`config.mk`:
```
export PLATFORM = sky130hd
export DESIGN_NAME = instruction_fetch_unit
export DESIGN_NICKNAME = d
export VERILOG_FILES = /design/src/rtl/fetch_pkg.sv /design/src/rtl/fetch_timeout_counter.sv /design/src/rtl/instruction_fetch_unit.sv
export SDC_FILE = /design/constraint.sdc
export NUM_CORES = 1
export LEC_CHECK = 0
export BUFFER_PORTS_ARGS = -buffer_cell sky130_fd_sc_hd__buf_4
export CAP_MARGIN = 5
export CELL_PAD_IN_SITES_DETAIL_PLACEMENT = 1
export CELL_PAD_IN_SITES_GLOBAL_PLACEMENT = 2
export CORE_ASPECT_RATIO = 0.8
export CORE_MARGIN = 2
export CORE_UTILIZATION = 23
export CTS_CLUSTER_SIZE = 14
export DETAILED_ROUTE_END_ITERATION = 8
export HOLD_SLACK_MARGIN = 0.08
export PLACE_DENSITY_LB_ADDON = 0.08
export SLEW_MARGIN = 20
export SYNTH_ARGS = -nofsm -noshare
export SYNTH_HDL_FRONTEND = slang
export SYNTH_SLANG_ARGS = --single-unit
```
`constraint.sdc`:
```
create_clock -name clkInput -period 2.6 [get_ports clkInput]
set_clock_uncertainty 0.2 [all_clocks]
set_input_delay 0.78 -clock clkInput [delete_from_list [all_inputs] [get_ports clkInput]]
set_output_delay 0.78 -clock clkInput [all_outputs]
set_load 0.005 [all_outputs]
```
`src/rtl/fetch_pkg.sv`:
```
// Shared types and constants for the fetch stage and the control decoder.
package fetch_pkg;

  typedef enum logic [1:0] {
    START = 2'b00,
    FETCH = 2'b01,
    HOLD  = 2'b10,
    ERROR = 2'b11
  } fetchState_t;

  typedef enum logic [1:0] {
    ERR_NONE     = 2'b00,
    ERR_TIMEOUT  = 2'b01,
    ERR_MISALIGN = 2'b10
  } errCode_t;

  localparam logic [6:0] OP_RTYPE = 7'b0110011;
  localparam logic [6:0] OP_LD    = 7'b0000011;
  localparam logic [6:0] OP_SD    = 7'b0100011;
  localparam logic [6:0] OP_BEQ   = 7'b1100011;

  // Instructions are 32-bit, so a fetch address must have its two low bits clear.
  function automatic logic isWordAligned(input logic [1:0] lowBits);
    return (lowBits == 2'b00);
  endfunction

endpackage

```
`src/rtl/fetch_timeout_counter.sv`:
```
// Counts cycles spent waiting for an instruction-memory ack.
// expired_o flags the enabled cycle that brings the count up to LIMIT.
module fetch_timeout_counter #(
  parameter int LIMIT = 16
) (
  input  logic clk_i,
  input  logic reset_i,
  input  logic clear_i,
  input  logic enable_i,
  output logic expired_o
);

  localparam int W = $clog2(LIMIT + 1);

  logic [W-1:0] count_q;
  logic [W-1:0] count_d;

  // Next count: clear wins, otherwise count up and saturate at LIMIT.
  always_comb begin
    count_d = count_q;
    if (clear_i) begin
      count_d = '0;
    end else if (enable_i && (count_q != W'(LIMIT))) begin
      count_d = count_q + W'(1);
    end
  end

  // Count register with synchronous reset.
  always_ff @(posedge clk_i) begin
    if (reset_i) begin
      count_q <= '0;
    end else begin
      count_q <= count_d;
    end
  end

  assign expired_o = enable_i && (count_q == W'(LIMIT - 1));

endmodule

```
`src/rtl/instruction_fetch_unit.sv`:
```
// RV64 fetch stage: owns the PC, fetches one 32-bit word at a time over a
// req/ack handshake, holds it for decode and advances on consumption.
module instruction_fetch_unit
  import fetch_pkg::*;
#(
  parameter int              XLEN        = 64,
  parameter logic [XLEN-1:0] RESET_PC    = '0,
  parameter int              ACK_TIMEOUT = 16
) (
  input  logic            clkInput,
  input  logic            resetInput,
  output logic            imemReqOutput,
  output logic [XLEN-1:0] imemAddrOutput,
  input  logic            imemAckInput,
  input  logic [31:0]     imemDataInput,
  input  logic            stallInput,
  input  logic            branchTakenInput,
  input  logic [XLEN-1:0] branchTargetInput,
  output logic            instrValidOutput,
  output logic [31:0]     instrOutput,
  output logic [6:0]      opcodeOutput,
  output logic [XLEN-1:0] pcOutput,
  output logic            errorOutput,
  output logic [1:0]      errorCodeOutput
);

  fetchState_t     state_q, state_d;
  logic [XLEN-1:0] pc_q, pc_d;
  logic [31:0]     instr_q, instr_d;
  errCode_t        errCode_q, errCode_d;

  logic            inFetch;
  logic            ackExpired;
  logic [XLEN-1:0] candidatePc;

  assign inFetch     = (state_q == FETCH);
  assign candidatePc = branchTakenInput ? branchTargetInput : (pc_q + XLEN'(4));

  fetch_timeout_counter #(
    .LIMIT(ACK_TIMEOUT)
  ) u_timeout (
    .clk_i    (clkInput),
    .reset_i  (resetInput),
    .clear_i  (inFetch && imemAckInput),
    .enable_i (inFetch && !imemAckInput),
    .expired_o(ackExpired)
  );

  // Next-state logic: handshake with memory, then wait for decode to consume.
  always_comb begin
    state_d   = state_q;
    pc_d      = pc_q;
    instr_d   = instr_q;
    errCode_d = errCode_q;
    case (state_q)
      START: begin
        state_d = FETCH;
      end
      FETCH: begin
        if (imemAckInput) begin
          instr_d = imemDataInput;
          state_d = HOLD;
        end else if (ackExpired) begin
          errCode_d = ERR_TIMEOUT;
          state_d   = ERROR;
        end
      end
      HOLD: begin
        if (!stallInput) begin
          if (!isWordAligned(candidatePc[1:0])) begin
            errCode_d = ERR_MISALIGN;
            state_d   = ERROR;
          end else begin
            pc_d    = candidatePc;
            state_d = FETCH;
          end
        end
      end
      ERROR: begin
        state_d = ERROR;
      end
      default: begin
        state_d = START;
      end
    endcase
  end

  // State, PC, instruction and error registers with synchronous reset.
  always_ff @(posedge clkInput) begin
    if (resetInput) begin
      state_q   <= START;
      pc_q      <= RESET_PC;
      instr_q   <= '0;
      errCode_q <= ERR_NONE;
    end else begin
      state_q   <= state_d;
      pc_q      <= pc_d;
      instr_q   <= instr_d;
      errCode_q <= errCode_d;
    end
  end

  assign imemReqOutput    = inFetch;
  assign imemAddrOutput   = pc_q;
  assign instrValidOutput = (state_q == HOLD);
  assign instrOutput      = instr_q;
  assign opcodeOutput     = instr_q[6:0];
  assign pcOutput         = pc_q;
  assign errorOutput      = (state_q == ERROR);
  assign errorCodeOutput  = errCode_q;

endmodule

```
==> impl_metrics.yaml <==
run_status:
  status: "complete, no violations"
floorplanning:
  initial_core_util_pct: 23.27
  die_x_um: 192.7
  die_h_um: 154.9
  dieArea_mm2: 0.02985
  core_mm2: 0.02815
  num_rows: 55
  top_level_ports: 273
cells_and_area:
  regArea_mm2: 0.002105
  fillCellCount: 3456
  drive_above_1_share_pct: 37.78
  fin_area_mm2: 0.009801
  diodes: 0
  final_nets: 1270
  area_growth_pct: 49.63
  multiInputGateArea_mm2: 0.003692
logic_synthesis:
  async_reset_ff_share_pct: 0
  yosys.area.top_type: "dfxtp_1"
  ys_top_cells_by_count: "nand2_1, dfxtp_1, a21oi_1, buf_4, nor2_1"
  synthTopCellsByArea: "dfxtp_1, buf_4, nand2_1, a21oi_1, nand3_1"
  yosysMostFrequentCell: "nand2_1"
  synth_ff_type: "dfxtp_1"
  synth_cell_type_count: 57
  netlist.area_leader.share_pct: 32.09
  yosysSeqAreaShare_pct: 32.09
  avgSynthCellArea_um2: 7.486
  yosys_warnings: 0
  synth_edf_count: 0
  ys_ff_latch: 105
  synthesis.area_mm2: 0.006550
  synth_cells: 875
  syn_nets: 980
clock_network:
  clkSlewWorstSetupHoldPaths_ns: 0.08
  numCtsBuffers: 9
  cts.sinks: 105
  h-tree-depth: 3
  cts_tree: "yes"
  cts_hold_buf: 0
  clock_path_buffers: 2
  clk_latency_ns: 0.36
  clock-root-buffer: "clkbuf_16"
sta:
  rsz0062_at_grt: "yes"
  fin_crit_ns: 2.501
  relSlewSlack_pct: 55.01
  fin_crit_sh_pct: 96.20
  hold_violations: 0
  fmax_ghz: 0.3998
  worst_slew_pin_slew_ns: 0.6723
  drv_slew: 0
  setup_tns_ns: 0
  finalSetupViolCount: 0
grt:
  grt_use_total_pct: 20.90
  antenna_found_initial: 0
  grt_max_degree: 83
  grt_pass1_vias: 7373
  grt_overflow: 0
  grt_pass1_wl_um: 47370
power:
  seqPwrFrac_pct: 45.5
  peakVddDrop_mv: 0.2804
  power.total_mw: 3.700
  p_switching_mw: 1.078
  p_clk_share_pct: 39.7
  power_frac_comb_pct: 14.8
  power_leakage_nw: 4.115
  cell_internal_pwr_mw: 2.622
  p_sw_share_pct: 29.14
  power_density_mw_per_mm2: 377.5
critical_path:
  cp-end-kind: "register"
  crit_fanout: 2
  reg2reg_from: "imemAddrOutput[37]$_SDFFE_PP0P_"
  endpoint: "imemAddrOutput[48]$_SDFFE_PP0P_"
  crit_path_start: "imemAddrOutput[37]$_SDFFE_PP0P_"
  timing.rr.end: "imemAddrOutput[48]$_SDFFE_PP0P_"
  required_ns: 2.69
  worst_setup_path_start_kind: "register"
  cp.arrival_ns: 2.59
  reg2reg_depth: 5
  critical_path_class: "register to register"
  rrSetupSlack_ns: 0.1
placed_design:
  portBuffers: 272
  place_area_mm2: 0.009452
  place_congestion: 0.8458
  dp_hpwl_um: 24930
route:
  wire_per_inst_um: 20.88
  drtIter0Drc: 475
  wirelength_um: 32160
  num_vias: 7791
  drt-pass1-iter-count: 5
  drt-vias-per-instance: 5.059
  drt.antenna.violating_nets: 0
  drc: 0
hold_path:
  hp-class: "register to register"
job:
  max_cap_viol_count: 0
cell type report:
cell class | instances | area share [%]
clock buffer | 9 | 2.298
clock inverter | 7 | 0.8809
inverter | 13 | 0.4979
multi-input combinational | 629 | 37.67
sequential | 105 | 21.47
tap | 370 | 4.724
timing repair buffer | 407 | 32.45
sequential cells by signal, indices dropped and copies added, names as in the netlist:
name / cells
state_q: 2
errorCodeOutput: 2
instrOutput: 32
u_timeout.count_q: 5
imemAddrOutput: 64
kinds of logic (layout without fill, tap and decap cells):
group | Yosys count | in the layout | share of synthesized area, %
flip-flops | 105 | 105 | 32.09
AND/OR/NAND/NOR | 378 | 378 | 29.82
AO/OA/AOI/OAI | 230 | 230 | 22.56
multiplexers | 14 | 14 | 2.216
buffers and inverters | 141 | 436 | 12.15
XOR/XNOR | 3 | 3 | 0.4012
adder cells (fa/ha/maj) | 4 | 4 | 0.7641
through the flow:
step	worst slack, ns	cells	util [%]	hold slack, ns
finish	0.09883	1540	34.82	0.2571
global route	-0.01259	1540	34.82	0.2751
CTS	0.02377	1539	34.73	0.2600
detailed placement	-0.1618	1523	33.58	0.2488
global placement	-0.1677	1523	33.58	0.2429
floorplan	0.07895	875	-	0.2527
worst max-delay path: stages (launching register included):
cell     delay (ns)
dfxtp_1        0.40
nand4_4        0.12
or4_4          0.53
or4_1          0.59
or4_1          0.42
a31oi_1        0.17
layer usage:
layer | wire length (um) | vias up | track usage (%)
met5 | 0 | - | 0
met4 | 233 | 0 | 3.344
met3 | 1771 | 12 | 3.429
met2 | 13520 | 211 | 29.61
met1 | 16630 | 3813 | 32.92
li1 | - | 3755 | -
layout by cell type (no fill, tap or decap), types with 5 or more instances in the layout:
cell type / synthesis / routed
buf_4: 71 / 397
nand2_1: 113 / 113
dfxtp_1: 105 / 103
a21oi_1: 82 / 82
nor2_1: 53 / 53
nand3_1: 47 / 47
o21ai_0: 33 / 33
nand4_1: 29 / 29
and3_1: 29 / 29
a31oi_1: 23 / 23
nor3_1: 22 / 22
or3_1: 18 / 18
or4_1: 13 / 13
and4_1: 13 / 13
inv_1: 12 / 12
nor4_1: 15 / 12
mux2i_1: 10 / 10
a211oi_1: 10 / 10
buf_12: 0 / 10
a22oi_1: 9 / 9
a32o_1: 9 / 9
clkbuf_16: 0 / 9
a22o_1: 8 / 8
and2_1: 8 / 8
a21o_1: 8 / 8
o211ai_1: 7 / 7
nor2b_1: 6 / 6
o31ai_1: 6 / 6
o311ai_0: 6 / 5
worst min path at each step:
stage / to / cells after the start / start / slack, ns
floorplan: instrOutput[10]$_SDFFE_PP0P_ / 2 / instrOutput[10]$_SDFFE_PP0P_ / 0.25
global placement: instrOutput[18]$_SDFFE_PP0P_ / 2 / instrOutput[18]$_SDFFE_PP0P_ / 0.24
detailed placement: instrOutput[23]$_SDFFE_PP0P_ / 2 / instrOutput[23]$_SDFFE_PP0P_ / 0.25
CTS: instrOutput[23]$_SDFFE_PP0P_ / 2 / instrOutput[23]$_SDFFE_PP0P_ / 0.26
global route: instrOutput[23]$_SDFFE_PP0P_ / 2 / instrOutput[23]$_SDFFE_PP0P_ / 0.28
finish: instrOutput[23]$_SDFFE_PP0P_ / 2 / instrOutput[23]$_SDFFE_PP0P_ / 0.26
power by group through the flow:
stage                     Clock, mW  Sequential, mW  Combinational [mW]
after detailed placement          0            1.72               0.551
after floorplan                   0            1.73               0.219
final                          1.47            1.68               0.546
after CTS                      1.53            1.69               0.552
after global placement            0            1.72               0.550
after global routing           1.58            1.69               0.597
timing repair:
action	4_1_cts	5_1_grt
buffers inserted	0	1
setup endpoints to repair	5	7
hold endpoints to repair	0	0
gates resized for setup	2	5
pin swaps	0	1
No activity file was read; power rests on OpenSTA's default activity.
